<file path="config.mk">
export PLATFORM = sky130hd
export DESIGN_NAME = rotor_angle_tracker
export DESIGN_NICKNAME = d
export VERILOG_FILES = /design/src/rtl/pov_pkg.sv /design/src/rtl/period_estimator.sv /design/src/rtl/rotor_angle_tracker.sv
export SDC_FILE = /design/constraint.sdc
export NUM_CORES = 1
export LEC_CHECK = 0
export CELL_PAD_IN_SITES_DETAIL_PLACEMENT = 1
export CELL_PAD_IN_SITES_GLOBAL_PLACEMENT = 2
export CORE_MARGIN = 2
export CORE_UTILIZATION = 40
export DETAILED_ROUTE_END_ITERATION = 8
export GPL_TIMING_DRIVEN = 0
export PLACE_DENSITY = 0.93
export SYNTH_ARGS = -nofsm -noshare
export SYNTH_HDL_FRONTEND = slang
export SYNTH_SLANG_ARGS = --single-unit
</file>
<file path="constraint.sdc">
create_clock -name clk_in -period 10.81 [get_ports clk_in]
set_clock_uncertainty 0.1 [all_clocks]
set_input_delay 1.081 -clock clk_in [delete_from_list [all_inputs] [get_ports clk_in]]
set_output_delay 1.081 -clock clk_in [all_outputs]
set_load 0.02 [all_outputs]
</file>
<file path="src/rtl/pov_pkg.sv">
// rtl/pov_pkg.sv - shared rotor tracking types and width helpers
package pov_pkg;

  typedef enum logic [1:0] {
    UNLOCKED = 2'd0,
    ACQUIRE  = 2'd1,
    LOCKED   = 2'd2
  } rotor_state_t;

  localparam int DEFAULT_ROTATIONAL_RES = 1024;
  localparam int THETA_W = $clog2(DEFAULT_ROTATIONAL_RES);

  function automatic int theta_width(input int res);
    return $clog2(res);
  endfunction

endpackage

</file>
<file path="src/rtl/period_estimator.sv">
// rtl/period_estimator.sv - segment cycle counter, stall strobe, IIR period estimate (ROTOR_GLITCH_REJECT_EN)
module period_estimator
  import pov_pkg::*;
#(
  parameter int PERIOD_W     = 24,
  parameter int STALL_CYCLES = 12_000_000,
  parameter int AVG_SHIFT    = 2
) (
  input  logic                clk,
  input  logic                rst_n,
  input  logic                mark,
  input  rotor_state_t        state,
  output logic [PERIOD_W-1:0] period_est,
  output logic                stall,
  output logic                reject
);

  localparam logic [PERIOD_W-1:0] CNT_MAX  = '1;
  localparam logic [PERIOD_W-1:0] ONE      = PERIOD_W'(1);
  localparam logic [PERIOD_W-1:0] STALL_AT = PERIOD_W'(STALL_CYCLES);

  logic [PERIOD_W-1:0] seg_cnt;
  logic [PERIOD_W-1:0] seg_nxt;
  logic [PERIOD_W-1:0] measured;
  logic [PERIOD_W-1:0] smoothed;
  logic signed [PERIOD_W:0] diff;
  logic signed [PERIOD_W:0] delta;
  logic signed [PERIOD_W:0] sum;

  // The measured period counts the current cycle, so marks N cycles apart measure N
  always_comb begin
    seg_nxt  = (seg_cnt == CNT_MAX) ? seg_cnt : seg_cnt + ONE;
    measured = (seg_nxt == '0) ? ONE : seg_nxt;
    diff     = $signed({1'b0, measured}) - $signed({1'b0, period_est});
    delta    = diff >>> AVG_SHIFT;
    sum      = $signed({1'b0, period_est}) + delta;
    smoothed = (sum[PERIOD_W] || (sum[PERIOD_W-1:0] == '0)) ? ONE : sum[PERIOD_W-1:0];
    stall    = !mark && (seg_nxt == STALL_AT);
  end

`ifdef ROTOR_GLITCH_REJECT_EN
  assign reject = (state == LOCKED) && (seg_cnt < (period_est >> 1));
`else
  assign reject = 1'b0;
`endif

  // Segment counter restarts on accepted marks; estimate loads on lock, smooths while locked
  always_ff @(posedge clk or negedge rst_n) begin
    if (!rst_n) begin
      seg_cnt    <= '0;
      period_est <= '0;
    end else begin
      seg_cnt <= mark ? '0 : seg_nxt;
      if (mark && (state == ACQUIRE)) begin
        period_est <= measured;
      end else if (mark && (state == LOCKED)) begin
        period_est <= smoothed;
      end
    end
  end

endmodule

</file>
<file path="src/rtl/rotor_angle_tracker.sv">
// rtl/rotor_angle_tracker.sv - IR index marks to interpolated rotor angle (option ROTOR_GLITCH_REJECT_EN)
module rotor_angle_tracker
  import pov_pkg::*;
#(
  parameter int ROTATIONAL_RES = 1024,
  parameter int NUM_MARKERS    = 1,
  parameter int PERIOD_W       = 24,
  parameter int STALL_CYCLES   = 12_000_000,
  parameter int AVG_SHIFT      = 2
) (
  input  logic                              clk_in,
  input  logic                              rst_in,
  input  logic                              ir_tripped,
  output logic [$clog2(ROTATIONAL_RES)-1:0] theta,
  output logic                              theta_step,
  output logic                              theta_valid,
  output logic [PERIOD_W-1:0]               period_est,
  output logic                              locked,
  output logic                              stalled
);

  localparam int TW  = theta_width(ROTATIONAL_RES);
  localparam int SEG = ROTATIONAL_RES / NUM_MARKERS;
  localparam int MW  = (NUM_MARKERS > 1) ? $clog2(NUM_MARKERS) : 1;
  localparam int AW  = PERIOD_W + 1;
  localparam logic [AW:0]   RES_INC  = (AW + 1)'(ROTATIONAL_RES);
  localparam logic [MW-1:0] LAST_IDX = MW'(NUM_MARKERS - 1);

  rotor_state_t  state;
  rotor_state_t  state_nxt;
  logic          ir_q;
  logic          ir_q_prev;
  logic          mark_raw;
  logic          mark;
  logic          stall;
  logic          reject;
  logic [MW-1:0] mark_idx;
  logic [MW-1:0] idx_nxt;
  logic [AW-1:0] acc;
  logic [AW:0]   acc_sum;
  logic [TW-1:0] mark_theta;
  logic [TW-1:0] seg_last;
  logic          at_seg_end;
  logic          step_due;

  period_estimator #(
    .PERIOD_W    (PERIOD_W),
    .STALL_CYCLES(STALL_CYCLES),
    .AVG_SHIFT   (AVG_SHIFT)
  ) u_period (
    .clk       (clk_in),
    .rst_n     (rst_in),
    .mark      (mark),
    .state     (state),
    .period_est(period_est),
    .stall     (stall),
    .reject    (reject)
  );

  // Register the sensor once, keep the previous sample for rising-edge detection
  always_ff @(posedge clk_in or negedge rst_in) begin
    if (!rst_in) begin
      ir_q      <= 1'b0;
      ir_q_prev <= 1'b0;
    end else begin
      ir_q      <= ir_tripped;
      ir_q_prev <= ir_q;
    end
  end

  // Mark qualification, segment bounds and phase accumulator compare
  always_comb begin
    mark_raw   = ir_q & ~ir_q_prev;
    mark       = mark_raw & ~reject;
    idx_nxt    = (mark_idx == LAST_IDX) ? '0 : mark_idx + MW'(1);
    mark_theta = TW'(int'(idx_nxt) * SEG);
    seg_last   = TW'((int'(mark_idx) + 1) * SEG - 1);
    at_seg_end = (theta == seg_last);
    acc_sum    = {1'b0, acc} + RES_INC;
    step_due   = (acc_sum >= {2'b00, period_est});
  end

  // Lock progression: each mark moves one state toward LOCKED, a stall drops back
  always_comb begin
    state_nxt = state;
    if (mark) begin
      case (state)
        UNLOCKED: state_nxt = ACQUIRE;
        ACQUIRE:  state_nxt = LOCKED;
        LOCKED:   state_nxt = LOCKED;
        default:  state_nxt = UNLOCKED;
      endcase
    end else if (stall) begin
      state_nxt = UNLOCKED;
    end
  end

  // State register and sticky stall flag; an accepted mark takes priority over stall
  always_ff @(posedge clk_in or negedge rst_in) begin
    if (!rst_in) begin
      state   <= UNLOCKED;
      stalled <= 1'b0;
    end else begin
      state <= state_nxt;
      if (mark) begin
        stalled <= 1'b0;
      end else if (stall) begin
        stalled <= 1'b1;
      end
    end
  end

  // Theta snaps to the segment base on marks, otherwise steps while LOCKED up to the segment end
  always_ff @(posedge clk_in or negedge rst_in) begin
    if (!rst_in) begin
      theta      <= '0;
      theta_step <= 1'b0;
      acc        <= '0;
      mark_idx   <= '0;
    end else if (mark) begin
      mark_idx   <= idx_nxt;
      theta      <= mark_theta;
      theta_step <= (mark_theta != theta);
      acc        <= '0;
    end else if ((state == LOCKED) && !at_seg_end) begin
      if (step_due) begin
        theta      <= theta + TW'(1);
        acc        <= AW'(acc_sum - {2'b00, period_est});
        theta_step <= 1'b1;
      end else begin
        acc        <= acc_sum[AW-1:0];
        theta_step <= 1'b0;
      end
    end else begin
      theta_step <= 1'b0;
    end
  end

  assign locked      = (state == LOCKED);
  assign theta_valid = locked;

endmodule
</file>
### Yosys cells after proc, flatten, opt, wreduce, memory -nomap -nowiden

Cells that the tools add are included.

* output and inout bits: 38
* bits in registers: 89
* bits of input ports: 3
* logic and storage cells: 61

* order comparisons: 1
* $add $sub $neg: 7
* bitwise gates (word level): 2
* equality and inequality tests: 5
* reductions and logical operators: 17
* multiplexer cells: 20

Operators by type and width (count)
* $mux W24: 6
* $mux W25: 3
* $eq A24 B24 Y1 const B: 2
* $logic_not A24 Y1: 2
* $mux W10: 3
* $add A25 B11 Y26 const B: 1
* $ge A26 B24 Y1: 1
* $add A25 B23 Y25: 1
* $sub A24 B24 Y25: 1
* $sub A25 B24 Y25: 1
* $add A24 B1 Y24 const B: 1
* $add A10 B1 Y10 const B: 1
* $eq A10 B10 Y1: 1
* $reduce_bool A10 Y1: 1
* $reduce_bool A2 Y1: 4
* $mux W1: 5
* $logic_and A1 B1 Y1: 4
* $mux W2: 2
* $pmux W2 S2: 1
* $eq A2 B1 Y1 const B: 1
* $eq A2 B2 Y1 const B: 1
* $logic_not A1 Y1: 2
* $logic_not A2 Y1: 1
* $reduce_and A2 Y1: 1
* 5 further kinds: 5

### Logic depth before layout (Yosys ltp)

* word-level depth: 11
* mapped depth: 31
* depth with buffers taken out: 30

### By module

Synthesis repeated with hierarchy kept, for this count alone.

* cells, all modules: 1112
* area total of the unflattened synthesis: 9022.4 µm²

Modules (own cells, without submodules)
* period_estimator: area an instance 5223.8 µm², cells each 641, sequential area each 1201.2 µm², times used 1
* rotor_angle_tracker: area an instance 3798.6 µm², cells each 471, sequential area each 1026.0 µm², times used 1

### Least setup slack after synthesis

Ideal clock, no wire load.

* kind: flip-flop to flip-flop
* from: register u_period.seg_cnt[0]
* to: register u_period.period_est[18]
* path buffers: 1
* cell stages (with the launch flop): 30
* data required time: 10.569 ns
* path slack: 4.254 ns
* library setup time: 0.141 ns
* period minus slack after synthesis: 6.556 ns
* data arrival time: 6.314 ns
* cell sequence: dfrtp_1 > ha_1 > nand3_1 > nor2_2 > nand2_1 > nor3_1 > nor2_1 > inv_1 > ha_1 > a21o_1 > a21oi_1 > nor2b_1 > or2_2 > o21bai_1 > o21ai_0 > a31oi_1 > xnor2_1 > ha_1 > a21o_1 > a21o_1 > a2111oi_0 > o21ai_0 > o21ai_0 > a21oi_1 > or2_2 > a31o_2 > and4_1 > o21ai_1 > buf_2 > o221ai_1

* cells in the longest elaborated chain, start to end: 11
* elaborated cells on any way between the ends: 12
* those cells by class: add/sub (3); eq/ne (1); mux (5); reduce/logical (3)

Ends and longest elaborated chain
* start, declared: line period_estimator.sv:22 `logic [PERIOD_W-1:0] seg_cnt;`
* start signal, assigned: line period_estimator.sv:53 `seg_cnt <= mark ? '0 : seg_nxt;`
* $add A24 B1 Y24 or $eq A24 B24 Y1 (tied branches): line period_estimator.sv:32 `seg_nxt = (seg_cnt == CNT_MAX) ? seg_cnt : seg_cnt + ONE;`
* $mux W24 *: line period_estimator.sv:32
* $logic_not A24 Y1: line period_estimator.sv:33 `measured = (seg_nxt == '0) ? ONE : seg_nxt;`
* $mux W24 *: line period_estimator.sv:33
* $sub A24 B24 Y25: line period_estimator.sv:34 `diff = $signed({1'b0, measured}) - $signed({1'b0, period_est});`
* $add A25 B23 Y25: line period_estimator.sv:36 `sum = $signed({1'b0, period_est}) + delta;`
* $logic_not A24 Y1: line period_estimator.sv:37 `smoothed = (sum[PERIOD_W] || (sum[PERIOD_W-1:0] == '0)) ? ONE : sum[PERIOD_W-1:0];`
* $logic_or A1 B1 Y1: line period_estimator.sv:37
* $mux W24: line period_estimator.sv:37
* $mux W24: line period_estimator.sv:56 `end else if (mark && (state == LOCKED)) begin`
* $mux W24 *: line period_estimator.sv:54 `if (mark && (state == ACQUIRE)) begin`
* end signal, assigned: line period_estimator.sv:55 `period_est <= measured;`
* end signal, assigned: line period_estimator.sv:57 `period_est <= smoothed;`
* end, declared: line period_estimator.sv:13 `output logic [PERIOD_W-1:0] period_est,`

Every way passes the cells marked *; elsewhere a longest branch is shown, timed or not. The select of a mux whose other input is x is not followed.
A chain may end at the register's enable or synchronous reset.

### Final worst setup path

* from: register u_period.seg_cnt[1]
* to: register u_period.period_est[19]

The elaborated chain is that of the path after synthesis.

==> flow_metrics.py <==
metrics = {
    "clock_tree": {
        "cts_setup_buffers": 0,
        "cts_tree": "done",
        "root_buffer": "clkbuf_16",
        "clk_pin_slew_ps": 70,
        "clk_path_buf_depth": 2,
        "clock_latency_ps": 370,
        "clock_sinks": 89,
        "postCtsHoldBufs": 0,
        "cts_buffers": 9,
        "cts-htree-levels": 3,
        "postCtsResizedCells": 0,
    },
    "grt": {
        "grt_pass1_wl_mm": 46.8,
        "grt_util_all_layers_pct": 26.7,
        "grt_pass1_vias": 8529,
        "met1_usage_pct": 37.4,
        "antenna_found_initial": 0,
        "global_route.usage.met3_pct": 2.88,
        "grt_max_degree": 55,
        "overflow": 0,
        "globalRoute.busiestLayer": "met2",
        "use_met2_pct": 43.5,
    },
    "synthesis": {
        "synth_area_leaders": "dfrtp_1, ha_1, xnor2_1, a21oi_1, nand2_1",
        "synthCells": 1099,
        "ys_ff_latch": 89,
        "synth_cell_types": 70,
        "ys.flop_type": "dfrtp_1",
        "yosysWarnings": 0,
        "synth-edff-count": 0,
        "syn-cell-area_sq_mm": 0.00858,
        "synth_top_area_share_pct": 26.0,
        "post-synth-top-area-cell": "dfrtp_1",
        "synth_seq_area_share_pct": 26.0,
        "avgSynthCellArea_sq_um": 7.81,
        "synth_async_sr_flop_share_pct": 100,
        "synth_fp_nets": 1183,
    },
    "sta": {
        "rsz0062_at_grt": "no",
        "tns_ps": 0,
        "setup_violations": 0,
        "worst_slew_pin_slew_ps": 1270,
        "fmax_mhz": 105,
        "final_max_slew_viol_count": 0,
        "fin_crit_sh_pct": 87.8,
        "timing_hold_violations_final": 0,
        "fin_crit_ps": 9490,
        "max_slew_margin_pct": 14.4,
    },
    "floorplanning": {
        "die_w_microns": 150,
        "io_pins": 41,
        "core-area_sq_mm": 0.0210,
        "start_util_pct": 40.8,
        "die-height_microns": 150,
        "rows": 53,
        "die-area_sq_mm": 0.0226,
    },
    "worst_setup_path": {
        "r2r_start": "u_period.seg_cnt[1]$_DFF_PN0_",
        "slowest_stage": "a2111oi_0",
        "cpPeakStageDelay_ps": 880,
        "crit_type": "reg -> reg",
        "crit_path_max_fanout": 10,
        "crit_path_end_kind": "flop",
        "r2r_cells": 29,
        "critPathLaunchType": "flop",
        "rr_endpoint": "u_period.period_est[19]$_DFFE_PN0P_",
        "r2r_setup_slack_ps": 1320,
        "crit_arrival_ps": 9600,
        "required_ps": 10930,
    },
    "worst_hold_path": {
        "hold_path_end": "ir_q_prev$_DFF_PN0_",
        "hold_class": "reg -> reg",
        "hp-start": "ir_q$_DFF_PN0_",
        "hold_path_depth": 0,
    },
    "final_layout": {
        "drive_gt1_share_pct": 3.63,
        "fillers": 2576,
        "area_growth_syn_to_layout_pct": 12.9,
        "num_antenna_cells": 0,
        "nets": 1235,
    },
    "drt": {
        "drc_errors": 0,
        "ant_nets": 0,
        "viasPerCell": 5.92,
        "dr.pass1.iters": 4,
        "wl_per_cell_microns": 20.4,
        "drt_iter0_markers": 505,
        "routed_wl_mm": 29.2,
        "num_vias": 8471,
    },
    "status": {
        "status": "completed",
    },
    "run": {
        "drv_cap": 0,
    },
    "placed_design": {
        "hpwl_mm": 22.7,
        "io_buffer_count": 40,
        "place_congestion": 0.897,
    },
}
per-layer routing:
layer / vias to the layer above / part of all wire, %
li1: 4081 / -
met1: 4213 / 48
met2: 145 / 47
met3: 32 / 3.4
met4: 0 / 1.8
met5: - / 0
area by class of cell:
cell class | count | area (sq um) | area share, %
Buffer | 41 | 175 | 1.81
Clock buffer | 9 | 225 | 2.33
Clock inverter | 7 | 109 | 1.12
Inverter | 78 | 293 | 3.02
Multi-Input combinational cell | 891 | 5890 | 60.8
Sequential cell | 89 | 2230 | 23.0
Tap cell | 275 | 344 | 3.55
Timing Repair Buffer | 41 | 425 | 4.39
stage by stage:
stage	instances	hold slack (ps)	cell area, sq um	utilization, %	setup slack [ps]
final	1431	305	9690	46.1	1320
after detailed placement	1415	284	9350	44.5	1630
after global placement	1414	278	9330	44.4	1650
after global routing	1431	306	9690	46.1	662
after floorplan	1099	268	8580	-	4250
after CTS	1431	299	9690	46.1	1580
kinds of logic after synthesis:
kind of cell	count (synthesis)	synth area share (%)
fa+ha+maj	81	12.0
xor+xnor	94	9.59
buf+inv	119	5.45
flops	89	26.0
mux	5	0.583
simple gates	389	22.6
compound gates	322	23.9
cell usage after synthesis (all sizes together), types with 3 or more instances:
library cell    n
nor3           24
and2           13
a21o           31
a221oi          3
inv            78
o21a           14
nor2b          10
nor2           91
a21oi          98
nand2         117
or4             4
mux2i           5
and3           13
nor4            9
nor4b           3
and4            9
a22oi           8
a211oi          6
or3             4
or2             8
nand3b          4
o21ai          70
nand2b         12
nor3b           5
a2111oi         5
o211ai         11
o21bai         12
o221ai         14
a31oi          15
nand4          24
xor2           31
dfrtp          89
buf             7
xnor2          63
clkbuf         34
ha             79
a311oi          4
o31a            3
o31ai           3
o22ai           4
nand3          35
state kept, by name, summed over array words and instances, names as in the netlist:
| signal | flops |
|---|---|
| acc | 25 |
| u_period.period_est | 24 |
| u_period.seg_cnt | 24 |
| theta | 10 |
| state | 2 |
| ir_q | 1 |
| ir_q_prev | 1 |
| stalled | 1 |
| theta_step | 1 |
cells in the final DEF (no fill, tap or decap), drive strengths merged, types with 5 or more instances in the layout:
master | Yosys | final
a2111oi | 5 | 5
a211oi | 6 | 6
a21o | 31 | 31
a21oi | 98 | 98
a22oi | 8 | 8
a31oi | 15 | 15
and2 | 13 | 13
and3 | 13 | 13
and4 | 9 | 9
buf | 7 | 9
clkbuf | 34 | 43
clkdlybuf4s50 | 0 | 39
dfrtp | 89 | 89
ha | 79 | 79
inv | 78 | 82
mux2i | 5 | 5
nand2 | 117 | 117
nand2b | 12 | 12
nand3 | 35 | 35
nand4 | 24 | 24
nor2 | 91 | 91
nor2b | 10 | 10
nor3 | 24 | 24
nor3b | 5 | 5
nor4 | 9 | 9
o211ai | 11 | 11
o21a | 14 | 14
o21ai | 70 | 70
o21bai | 12 | 12
o221ai | 14 | 14
or2 | 8 | 8
xnor2 | 63 | 63
xor2 | 31 | 31
worst max path at each step:
stage,to,depth (start not counted),from
after floorplan,u_period.period_est[18]$_DFFE_PN0P_,29,u_period.seg_cnt[0]$_DFF_PN0_
after global placement,u_period.period_est[20]$_DFFE_PN0P_,29,u_period.seg_cnt[0]$_DFF_PN0_
after detailed placement,u_period.period_est[19]$_DFFE_PN0P_,29,u_period.seg_cnt[1]$_DFF_PN0_
after CTS,u_period.period_est[19]$_DFFE_PN0P_,29,u_period.seg_cnt[1]$_DFF_PN0_
after global routing,u_period.period_est[20]$_DFFE_PN0P_,29,u_period.seg_cnt[0]$_DFF_PN0_
final,u_period.period_est[19]$_DFFE_PN0P_,29,u_period.seg_cnt[1]$_DFF_PN0_
critical path, delay by kind of cell, from the launching register on:
family          cells  cell delay [ps]
compound gates     14             4310
buf+inv             3              680
flops               1              430
fa+ha+maj           3              930
xor+xnor            2              620
simple gates        7             2250
Power is not shown: default switching activity piles up to over one toggle a cycle in this logic, so the estimate is an artifact.
